===== src/rtl/exu_dispatch_pkg.sv =====
// rtl/exu_dispatch_pkg.sv - shared widths, opcodes and FSM state type for the dispatch slice
package exu_dispatch_pkg;

    localparam int ALUOP_WIDTH = 4;
    localparam int BRSEL_WIDTH = 3;

    localparam logic [ALUOP_WIDTH-1:0] ALUOP_ADD = 4'd0;
    localparam logic [ALUOP_WIDTH-1:0] ALUOP_SUB = 4'd1;

    typedef enum logic [1:0] {
        IDLE  = 2'd0,
        ISSUE = 2'd1,
        WB    = 2'd2
    } disp_state_e;

    // Branch-type instructions write back the link address, everything else the ALU result.
    function automatic logic [63:0] wb_result(input logic [BRSEL_WIDTH-1:0] brsel,
                                              input logic [63:0]            pc,
                                              input logic [63:0]            alu_out);
        return (brsel != '0) ? pc + 64'd4 : alu_out;
    endfunction

endpackage


===== src/rtl/exu_dispatch_watchdog.sv =====
// rtl/exu_dispatch_watchdog.sv - exu_watchdog: counts enabled cycles, flags the last allowed one
module exu_watchdog #(
    parameter int TIMEOUT_CYCLES = 64
) (
    input  logic clk,
    input  logic rst,
    input  logic enable_i,
    input  logic clear_i,
    output logic expired_o
);

    localparam int CW = $clog2(TIMEOUT_CYCLES + 1);

    logic [CW-1:0] cnt_q, cnt_d;

    // Expiry marks the TIMEOUT_CYCLES-th enabled cycle so the owner can leave on that edge.
    assign expired_o = enable_i && (cnt_q == CW'(TIMEOUT_CYCLES - 1));

    always_comb begin
        cnt_d = cnt_q;
        if (clear_i) begin
            cnt_d = '0;
        end else if (enable_i && !expired_o) begin
            cnt_d = cnt_q + CW'(1);
        end
    end

    always_ff @(posedge clk or posedge rst) begin
        if (rst) begin
            cnt_q <= '0;
        end else begin
            cnt_q <= cnt_d;
        end
    end

endmodule


===== src/rtl/exu_dispatch.sv =====
// rtl/exu_dispatch.sv - single-issue dispatch between decode, execution unit and writeback
// Optional ISSUE watchdog enabled by defining EXU_DISPATCH_TIMEOUT_EN.
module exu_dispatch
    import exu_dispatch_pkg::*;
#(
    parameter int TIMEOUT_CYCLES = 64
) (
    input  logic                   clk,
    input  logic                   rst,
    input  logic                   in_valid,
    output logic                   in_ready,
    input  logic [63:0]            in_a,
    input  logic [63:0]            in_b,
    input  logic [63:0]            in_pc,
    input  logic [63:0]            in_sext,
    input  logic [ALUOP_WIDTH-1:0] in_aluop,
    input  logic [BRSEL_WIDTH-1:0] in_brsel,
    input  logic [4:0]             in_rd,
    input  logic                   in_wen,
    output logic                   exu_valid,
    output logic [63:0]            exu_a,
    output logic [63:0]            exu_b,
    output logic [63:0]            exu_pc,
    output logic [63:0]            exu_sext,
    output logic [ALUOP_WIDTH-1:0] exu_aluop,
    output logic [BRSEL_WIDTH-1:0] exu_brsel,
    input  logic [63:0]            exu_alu_out,
    input  logic [63:0]            exu_br_out,
    input  logic                   exu_redirect,
    input  logic                   exu_finish,
    output logic                   wb_valid,
    input  logic                   wb_ready,
    output logic [63:0]            wb_data,
    output logic [4:0]             wb_rd,
    output logic                   wb_wen,
    output logic                   redirect_valid,
    output logic [63:0]            redirect_pc,
    output logic                   timeout_err
);

    disp_state_e state_q, state_d;

    logic [63:0]            a_q, b_q, pc_q, sext_q;
    logic [ALUOP_WIDTH-1:0] aluop_q;
    logic [BRSEL_WIDTH-1:0] brsel_q;
    logic [4:0]             rd_q;
    logic                   wen_q;
    logic [63:0]            wb_data_q;
    logic                   redir_q;
    logic [63:0]            redir_pc_q;

    logic accept;
    logic issue_done;
    logic wd_expired;

    // in_ready is gated by rst so it only rises once reset is released.
    assign in_ready   = (state_q == IDLE) && !rst;
    assign accept     = in_valid && in_ready;
    assign issue_done = (state_q == ISSUE) && exu_finish;

`ifdef EXU_DISPATCH_TIMEOUT_EN
    logic timeout_q;

    exu_watchdog #(
        .TIMEOUT_CYCLES(TIMEOUT_CYCLES)
    ) u_watchdog (
        .clk      (clk),
        .rst      (rst),
        .enable_i (state_q == ISSUE),
        .clear_i  (state_q != ISSUE),
        .expired_o(wd_expired)
    );

    always_ff @(posedge clk or posedge rst) begin
        if (rst) begin
            timeout_q <= 1'b0;
        end else if ((state_q == ISSUE) && !exu_finish && wd_expired) begin
            timeout_q <= 1'b1;
        end
    end

    assign timeout_err = timeout_q;
`else
    logic unused_cfg;

    assign unused_cfg  = (TIMEOUT_CYCLES > 0);
    assign wd_expired  = 1'b0;
    assign timeout_err = 1'b0;
`endif

    always_comb begin
        state_d = state_q;
        case (state_q)
            IDLE: begin
                if (accept) state_d = ISSUE;
            end
            ISSUE: begin
                // A finish landing on the expiry cycle still completes normally.
                if (exu_finish) begin
                    state_d = wen_q ? WB : IDLE;
                end else if (wd_expired) begin
                    state_d = IDLE;
                end
            end
            WB: begin
                if (wb_ready) state_d = IDLE;
            end
            default: state_d = IDLE;
        endcase
    end

    always_ff @(posedge clk or posedge rst) begin
        if (rst) begin
            state_q    <= IDLE;
            a_q        <= '0;
            b_q        <= '0;
            pc_q       <= '0;
            sext_q     <= '0;
            aluop_q    <= '0;
            brsel_q    <= '0;
            rd_q       <= '0;
            wen_q      <= 1'b0;
            wb_data_q  <= '0;
            redir_q    <= 1'b0;
            redir_pc_q <= '0;
        end else begin
            state_q <= state_d;
            if (accept) begin
                a_q     <= in_a;
                b_q     <= in_b;
                pc_q    <= in_pc;
                sext_q  <= in_sext;
                aluop_q <= in_aluop;
                brsel_q <= in_brsel;
                rd_q    <= in_rd;
                wen_q   <= in_wen;
            end
            if (issue_done) begin
                wb_data_q <= wb_result(brsel_q, pc_q, exu_alu_out);
            end
            redir_q <= issue_done && exu_redirect;
            if (issue_done && exu_redirect) begin
                redir_pc_q <= exu_br_out;
            end
        end
    end

    assign exu_valid      = (state_q == ISSUE);
    assign exu_a          = a_q;
    assign exu_b          = b_q;
    assign exu_pc         = pc_q;
    assign exu_sext       = sext_q;
    assign exu_aluop      = aluop_q;
    assign exu_brsel      = brsel_q;
    assign wb_valid       = (state_q == WB);
    assign wb_data        = wb_data_q;
    assign wb_rd          = rd_q;
    assign wb_wen         = wen_q;
    assign redirect_valid = redir_q;
    assign redirect_pc    = redir_pc_q;

endmodule


===== config.mk =====
export PLATFORM = sky130hd
export DESIGN_NAME = exu_dispatch
export DESIGN_NICKNAME = d
export VERILOG_FILES = /design/src/rtl/exu_dispatch_pkg.sv /design/src/rtl/exu_dispatch_watchdog.sv /design/src/rtl/exu_dispatch.sv
export SDC_FILE = /design/constraint.sdc
export NUM_CORES = 1
export LEC_CHECK = 0
export ABC_AREA = 1
export BUFFER_PORTS_ARGS = -buffer_cell sky130_fd_sc_hd__buf_2
export CAP_MARGIN = 25
export CORE_AREA = 2 2 314 316
export DETAILED_ROUTE_END_ITERATION = 10
export DIE_AREA = 0 0 316 318
export GPL_TIMING_DRIVEN = 0
export MAX_ROUTING_LAYER = met4
export PLACE_DENSITY_LB_ADDON = 0.3
export SETUP_SLACK_MARGIN = 0.02
export SLEW_MARGIN = 20
export SYNTH_ARGS = -nofsm -noshare
export SYNTH_HDL_FRONTEND = slang
export SYNTH_SLANG_ARGS = --single-unit

===== constraint.sdc =====
create_clock -name clk -period 13.9 [get_ports clk]
set_input_delay 3.475 -clock clk [delete_from_list [all_inputs] [get_ports clk]]
set_output_delay 3.475 -clock clk [all_outputs]
set_load 0.02 [all_outputs]

==> impl_metrics.yaml, run 1 <==
outcome:
  status: "completed"
sta:
  period_share: 0.535
  setup_viol: 0
  rsz0062_at_grt: "false"
  relSlewSlack: 0.350
  tightest_slew_ps: 975
  setup_slack_ps: 6470
  finClkSkew_ps: 22.1
  slew_viol_final: 0
  fmax_mhz: 135
  finalCriticalPeriod_ps: 7430
  hold_viol_final: 0
  finalSetupTns_ps: 0
synthesis:
  ys_ff_latch: 400
  synth_top_family_by_area: "simple AND/OR/NAND/NOR gates"
  ys_types: 38
  synth_area_um2: 18200
  yosysTopAreaCellShare: 0.551
  yosys-mux-area-fraction: 0.153
  synthTopCellsByArea: "dfrtp_1, nand2_1, mux2_4, mux2_1, nor2_1"
  synth-compound-area-share: 0.0391
  synth.avg_cell_area_um2: 9.73
  ys_seq_area_frac: 0.551
  synthCells: 1866
  synthArstFlopShare: 1.00
  synthXorXnorAreaFrac: 0.00482
  synthAdderAreaFrac: 0.000689
  synth_top_cell_by_area: "dfrtp_1"
  dominantRegCellSynth: "dfrtp_1"
  ys_warn_count: 0
  synth_enable_flop_cells: 0
  synth_fp_nets: 2270
  synth-simple-area-share: 0.196
global_routing:
  grt_max_degree: 33
  grt_pass1_wl_mm: 126
  antenna_found_initial: 32
  grt-ovfl-total: 0
  grt_usage: 0.180
  first_global_vias: 17000
pwr:
  ir_worst_vdd_uv: 120
  p_int_w: 0.00324
  power_switching_w: 0.00250
  p_comb_frac: 0.415
  p_leak_nw: 13.7
  power_frac_seq: 0.352
  p_per_area_nw_per_um2: 222
  clkPwrFrac: 0.233
  swShare: 0.436
cts:
  cts_setup_buffers: 0
  cts_buffers: 50
  cts.clk_slew.worst_paths_ps: 50
  cts_buffer_depth: 3
  cts.repair.resized: 0
  cts.sinks: 400
  clkLatencyLatePin_ps: 630
  cts_tree: "built"
  htree_num_levels: 2
  clock-root-buffer: "clkbuf_16"
  hold_buffers: 0
die:
  start_util: 0.186
  rows: 115
  dieArea_um2: 100000
  core_um2: 97400
  die_h_um: 318
  die_w_um: 316
  ios: 805
worst_setup_path:
  endpoint_kind: "output port"
  r2r-end: "wb_data[24]"
  critPathKind: "in2out"
  crit_path_start_kind: "input pin"
  critPathMaxFanout: 2
  ff2ff_setup_slack_ps: 11510
  r2r-start: "exu_brsel[1]"
  worstPathRequired_ps: 10430
  arrival_ps: 3950
  worst_r2r_path_depth: 7
route:
  vias: 16600
  ant_nets: 0
  wl_per_cell_um: 22.2
  drtIter0Drc: 963
  via_per_inst: 4.06
  first_pass_iters: 5
  finalWirelength_mm: 90.4
  post-route-drc-count: 0
cells_and_area:
  nFillCells: 10700
  drive_above_1_share: 0.401
  synthToLayoutAreaGrowth_pct: 42.2
  nets: 3141
hold_path:
  hold_path_end: "wb_data[31]"
  hold_path_startpoint: "wb_data[31]"
  hold_class: "reg2reg"
  hold_depth: 2
placed_design:
  globalplace.congestion: 0.977
  place.detailed.hpwl_mm: 73.7
  post-place-ws_ps: 6460
  portBuffers: 803
flow_run:
  drv_cap: 0
## cell families (layout without fill, tap and decap cells)
group | after synthesis | after routing
buffers and inverters | 214 | 1123
xor gates and xnor gates | 10 | 10
other | 1 | 13
DFF | 400 | 400
AOI/OAI and AO/OA | 136 | 136
muxes | 217 | 217
and+or+nand+nor | 887 | 887
adders and majority gates | 1 | 1
## worst max-delay path: stages
cell,delay (ps)
buf_2,120
nor3_2,150
buf_2,210
## power groups by stage
stage          sequential [W]  combinational [W]  clock [W]
6_report              0.00202            0.00238    0.00134
5_1_grt               0.00208            0.00256    0.00143
4_1_cts               0.00202            0.00242    0.00139
3_5_place_dp          0.00202            0.00242          0
3_3_place_gp          0.00203            0.00239          0
2_1_floorplan         0.00253           0.000805          0
## registers in the layout (all words and copies together), names as in the netlist
| register | cells |
|---|---|
| wb_wen | 1 |
| exu_sext | 64 |
| exu_pc | 64 |
| exu_aluop | 4 |
| redirect_pc | 64 |
| wb_rd | 5 |
| exu_a | 64 |
| exu_brsel | 3 |
| exu_b | 64 |
| redirect_valid | 1 |
| state_q | 2 |
| wb_data | 64 |
## cells in the mapped netlist (2+ instances only)
cell	number
mux2_1	80
inv_2	2
a21boi_0	2
buf_2	28
a21oi_1	61
mux2_2	47
nand4_1	7
nand2_1	590
nor3_2	2
dfrtp_1	400
inv_1	133
o21ai_0	51
clkinv_1	2
nor2_4	2
nor2_2	7
buf_4	3
o211ai_1	2
mux2_4	90
o31ai_1	5
nor2_1	181
or2_2	5
o21ai_1	13
nand2_2	6
xor2_1	5
nand2_4	2
buf_6	20
xnor2_1	5
clkbuf_1	21
buf_1	5
nand3_1	81
## cells in the final DEF (no fill, tap or decap), types with 20 or more instances in the layout
| cell | count |
|---|---|
| nand2_1 | 590 |
| dfrtp_1 | 400 |
| clkbuf_16 | 50 |
| mux2_2 | 47 |
| mux2_1 | 80 |
| mux2_4 | 90 |
| a21oi_1 | 61 |
| nand3_1 | 81 |
| nor2_1 | 181 |
| buf_2 | 831 |
| inv_1 | 132 |
| o21ai_0 | 51 |
| buf_6 | 20 |
| clkbuf_1 | 33 |
## per-stage QoR
stage               instances  cell area (um2)   util  total power (W)  hold WS (ps)
floorplan                1866            18200      -          0.00334           508
global placement         3956            23800  0.244          0.00442           458
detailed placement       3972            24100  0.248          0.00444           460
CTS                      4062            25800  0.265          0.00583           476
global route             4074            25800  0.265          0.00607           488
finish                   4074            25800  0.265          0.00574           471
## how the worst max path moves through the flow
stage	from	endpoint	slack, ps	depth (start not counted)
detailed placement	rst	in_ready	6460	3
global route	rst	in_ready	6450	3
floorplan	rst	exu_a[0]	5040	1
global placement	rst	exu_a[55]	1720	2
CTS	rst	in_ready	6460	3
finish	rst	in_ready	6470	3
## area by class of cell
type,instances,area (um2),area share
clock inverter,17,199,0.00770
inverter,137,518,0.0201
sequential,400,10000,0.388
buffer,77,485,0.0188
antenna,12,30.0,0.00116
multi-input combinational,1252,7160,0.277
tap,1287,1610,0.0624
timing repair buffer,819,4370,0.169
clock buffer,73,1450,0.0561
## routing by layer
| layer | global-route usage | wire length, um |
|---|---|---|
| met5 | - | 0 |
| met4 | 0.0543 | 2660 |
| met3 | 0.0403 | 6160 |
| met2 | 0.308 | 45000 |
| met1 | 0.210 | 36500 |
Power figures use the tool's default switching activity.
==> inputs of run 2 (changes only) <==
- CORE_AREA: 2 2 314 316 -> 2 2 316 318
- DIE_AREA: 0 0 316 318 -> 0 0 318 320
- clock period: 13.9 -> 7.6 ns (I/O delays scaled with it)
==> run 2 against run 1 <==
Combinational power grew 89%; flip-flop and latch count is the same; worst setup slack lost 3200 ps; critical path depth is the same; final cell count grew 0.27%; clock-buffer cell count shrank 6.
==> impl_metrics.yaml, run 2 (synthesis gave the netlist of run 1 again) <==
global_routing:
  first_global_vias: 17200
  grt_usage: 0.188
  antenna_found_initial: 37
  grt_max_degree: 33
  grt-ovfl-total: 0
  grt_pass1_wl_mm: 132
cts:
  cts_buffers: 50
  clock-root-buffer: "clkbuf_16"
  htree_num_levels: 2
  cts_setup_buffers: 0
  hold_buffers: 0
  cts.clk_slew.worst_paths_ps: 50
  cts_tree: "built"
  clkLatencyLatePin_ps: 640
  cts.repair.resized: 0
  cts.sinks: 400
  cts_buffer_depth: 3
flow_run:
  drv_cap: 0
cells_and_area:
  synthToLayoutAreaGrowth_pct: 43.1
  most-common-layout-cells: "buf_2, nand2_1, dfrtp_1, nor2_1, inv_1"
  nets: 3140
  final_common_cell: "buf_2"
  final_util: 0.265
  drive_above_1_share: 0.404
route:
  finalWirelength_mm: 95.7
  m1WireLength_mm: 37.0
  via_per_inst: 4.12
  first_pass_iters: 5
  vias: 16800
  post-route-drc-count: 0
  ant_nets: 0
  highest_layer: "met4"
  wl_per_cell_um: 23.4
  wl_met2_mm: 48.7
  drtIter0Drc: 1068
  met3_wirelength_mm: 7.79
sta:
  hold_viol_final: 0
  finalCriticalPeriod_ps: 4290
  setup_slack_ps: 3310
  period_share: 0.564
  setup_viol: 0
  rsz0062_at_grt: "false"
  relSlewSlack: 0.378
  slew_viol_final: 0
  tightest_slew_ps: 933
  finClkSkew_ps: 26.2
  fmax_mhz: 233
die:
  core_um2: 98000
  ios: 805
  die_w_um: 318
  start_util: 0.185
  dieArea_um2: 102000
  rows: 115
  die_h_um: 320
pwr:
  p_per_area_nw_per_um2: 417
  p_leak_nw: 13.8
  swShare: 0.435
  power_switching_w: 0.00471
  clkPwrFrac: 0.246
  p_int_w: 0.00613
  power_frac_seq: 0.340
  p_comb_frac: 0.414
  ir_worst_vdd_uv: 240
worst_setup_path:
  startpoint: "rst"
  ff2ff_setup_slack_ps: 4820
  arrival_ps: 2390
  r2r-end: "wb_data[20]"
  crit_path_start_kind: "input pin"
  worstPathRequired_ps: 5700
  r2r-start: "exu_brsel[2]"
  endpoint_kind: "output port"
  critPathKind: "in2out"
  critPathMaxFanout: 2
  worst_r2r_path_depth: 7
placed_design:
  post-place-ws_ps: 3310
  place.detailed.hpwl_mm: 79.1
  globalplace.congestion: 0.965
  portBuffers: 803
hold_path:
  hold_depth: 2
  hold_path_startpoint: "redirect_pc[50]"
  hold_class: "reg2reg"
  hold_path_end: "redirect_pc[50]"
outcome:
  status: "completed"
[run 2: worst max-delay path: stages]
cell and delay [ps]:
buf_2 120, nor3_2 150, buf_2 210
[run 2: area by class of cell]
class / instances / area, um2
antenna: 22 / 55.1
buffer: 77 / 487
clock buffer: 67 / 1440
clock inverter: 25 / 393
fill: 10700 / 72000
inverter: 137 / 518
multi-input combinational: 1252 / 7160
sequential: 400 / 10000
tap: 1287 / 1610
timing repair buffer: 818 / 4330
[run 2: worst max-delay path by stage]
stage,depth (start not counted),to,slack (ps)
2_1_floorplan,1,exu_a[0],310
3_3_place_gp,2,exu_aluop[3],-3020
3_5_place_dp,3,in_ready,3310
4_1_cts,3,in_ready,3300
5_1_grt,3,in_ready,3290
6_report,3,in_ready,3310
[run 2: routing by layer]
metal / track usage / up-vias
met2: 0.330 / 725
met5: - / -
met3: 0.0558 / 118
li1: - / 7735
met1: 0.209 / 8233
met4: 0.0477 / 0
[run 2: stage by stage]
stage | setup TNS (ps) | hold WS [ps] | total power [W] | cell area, um2 | cells
floorplan | 0 | 508 | 0.00610 | 18200 | 1866
global placement | -1175620 | 459 | 0.00825 | 23800 | 3956
detailed placement | 0 | 461 | 0.00827 | 24100 | 3971
CTS | 0 | 478 | 0.0110 | 25900 | 4063
global route | 0 | 494 | 0.0114 | 26000 | 4083
finish | 0 | 472 | 0.0108 | 26000 | 4085
[run 2: power groups by stage]
stage                     clock [W]  combinational (W)  sequential (W)
final                       0.00267            0.00449         0.00369
after global routing        0.00281            0.00480         0.00379
after CTS                   0.00274            0.00459         0.00368
after detailed placement          0            0.00457         0.00370
after global placement            0            0.00454         0.00371
after floorplan                   0            0.00147         0.00463
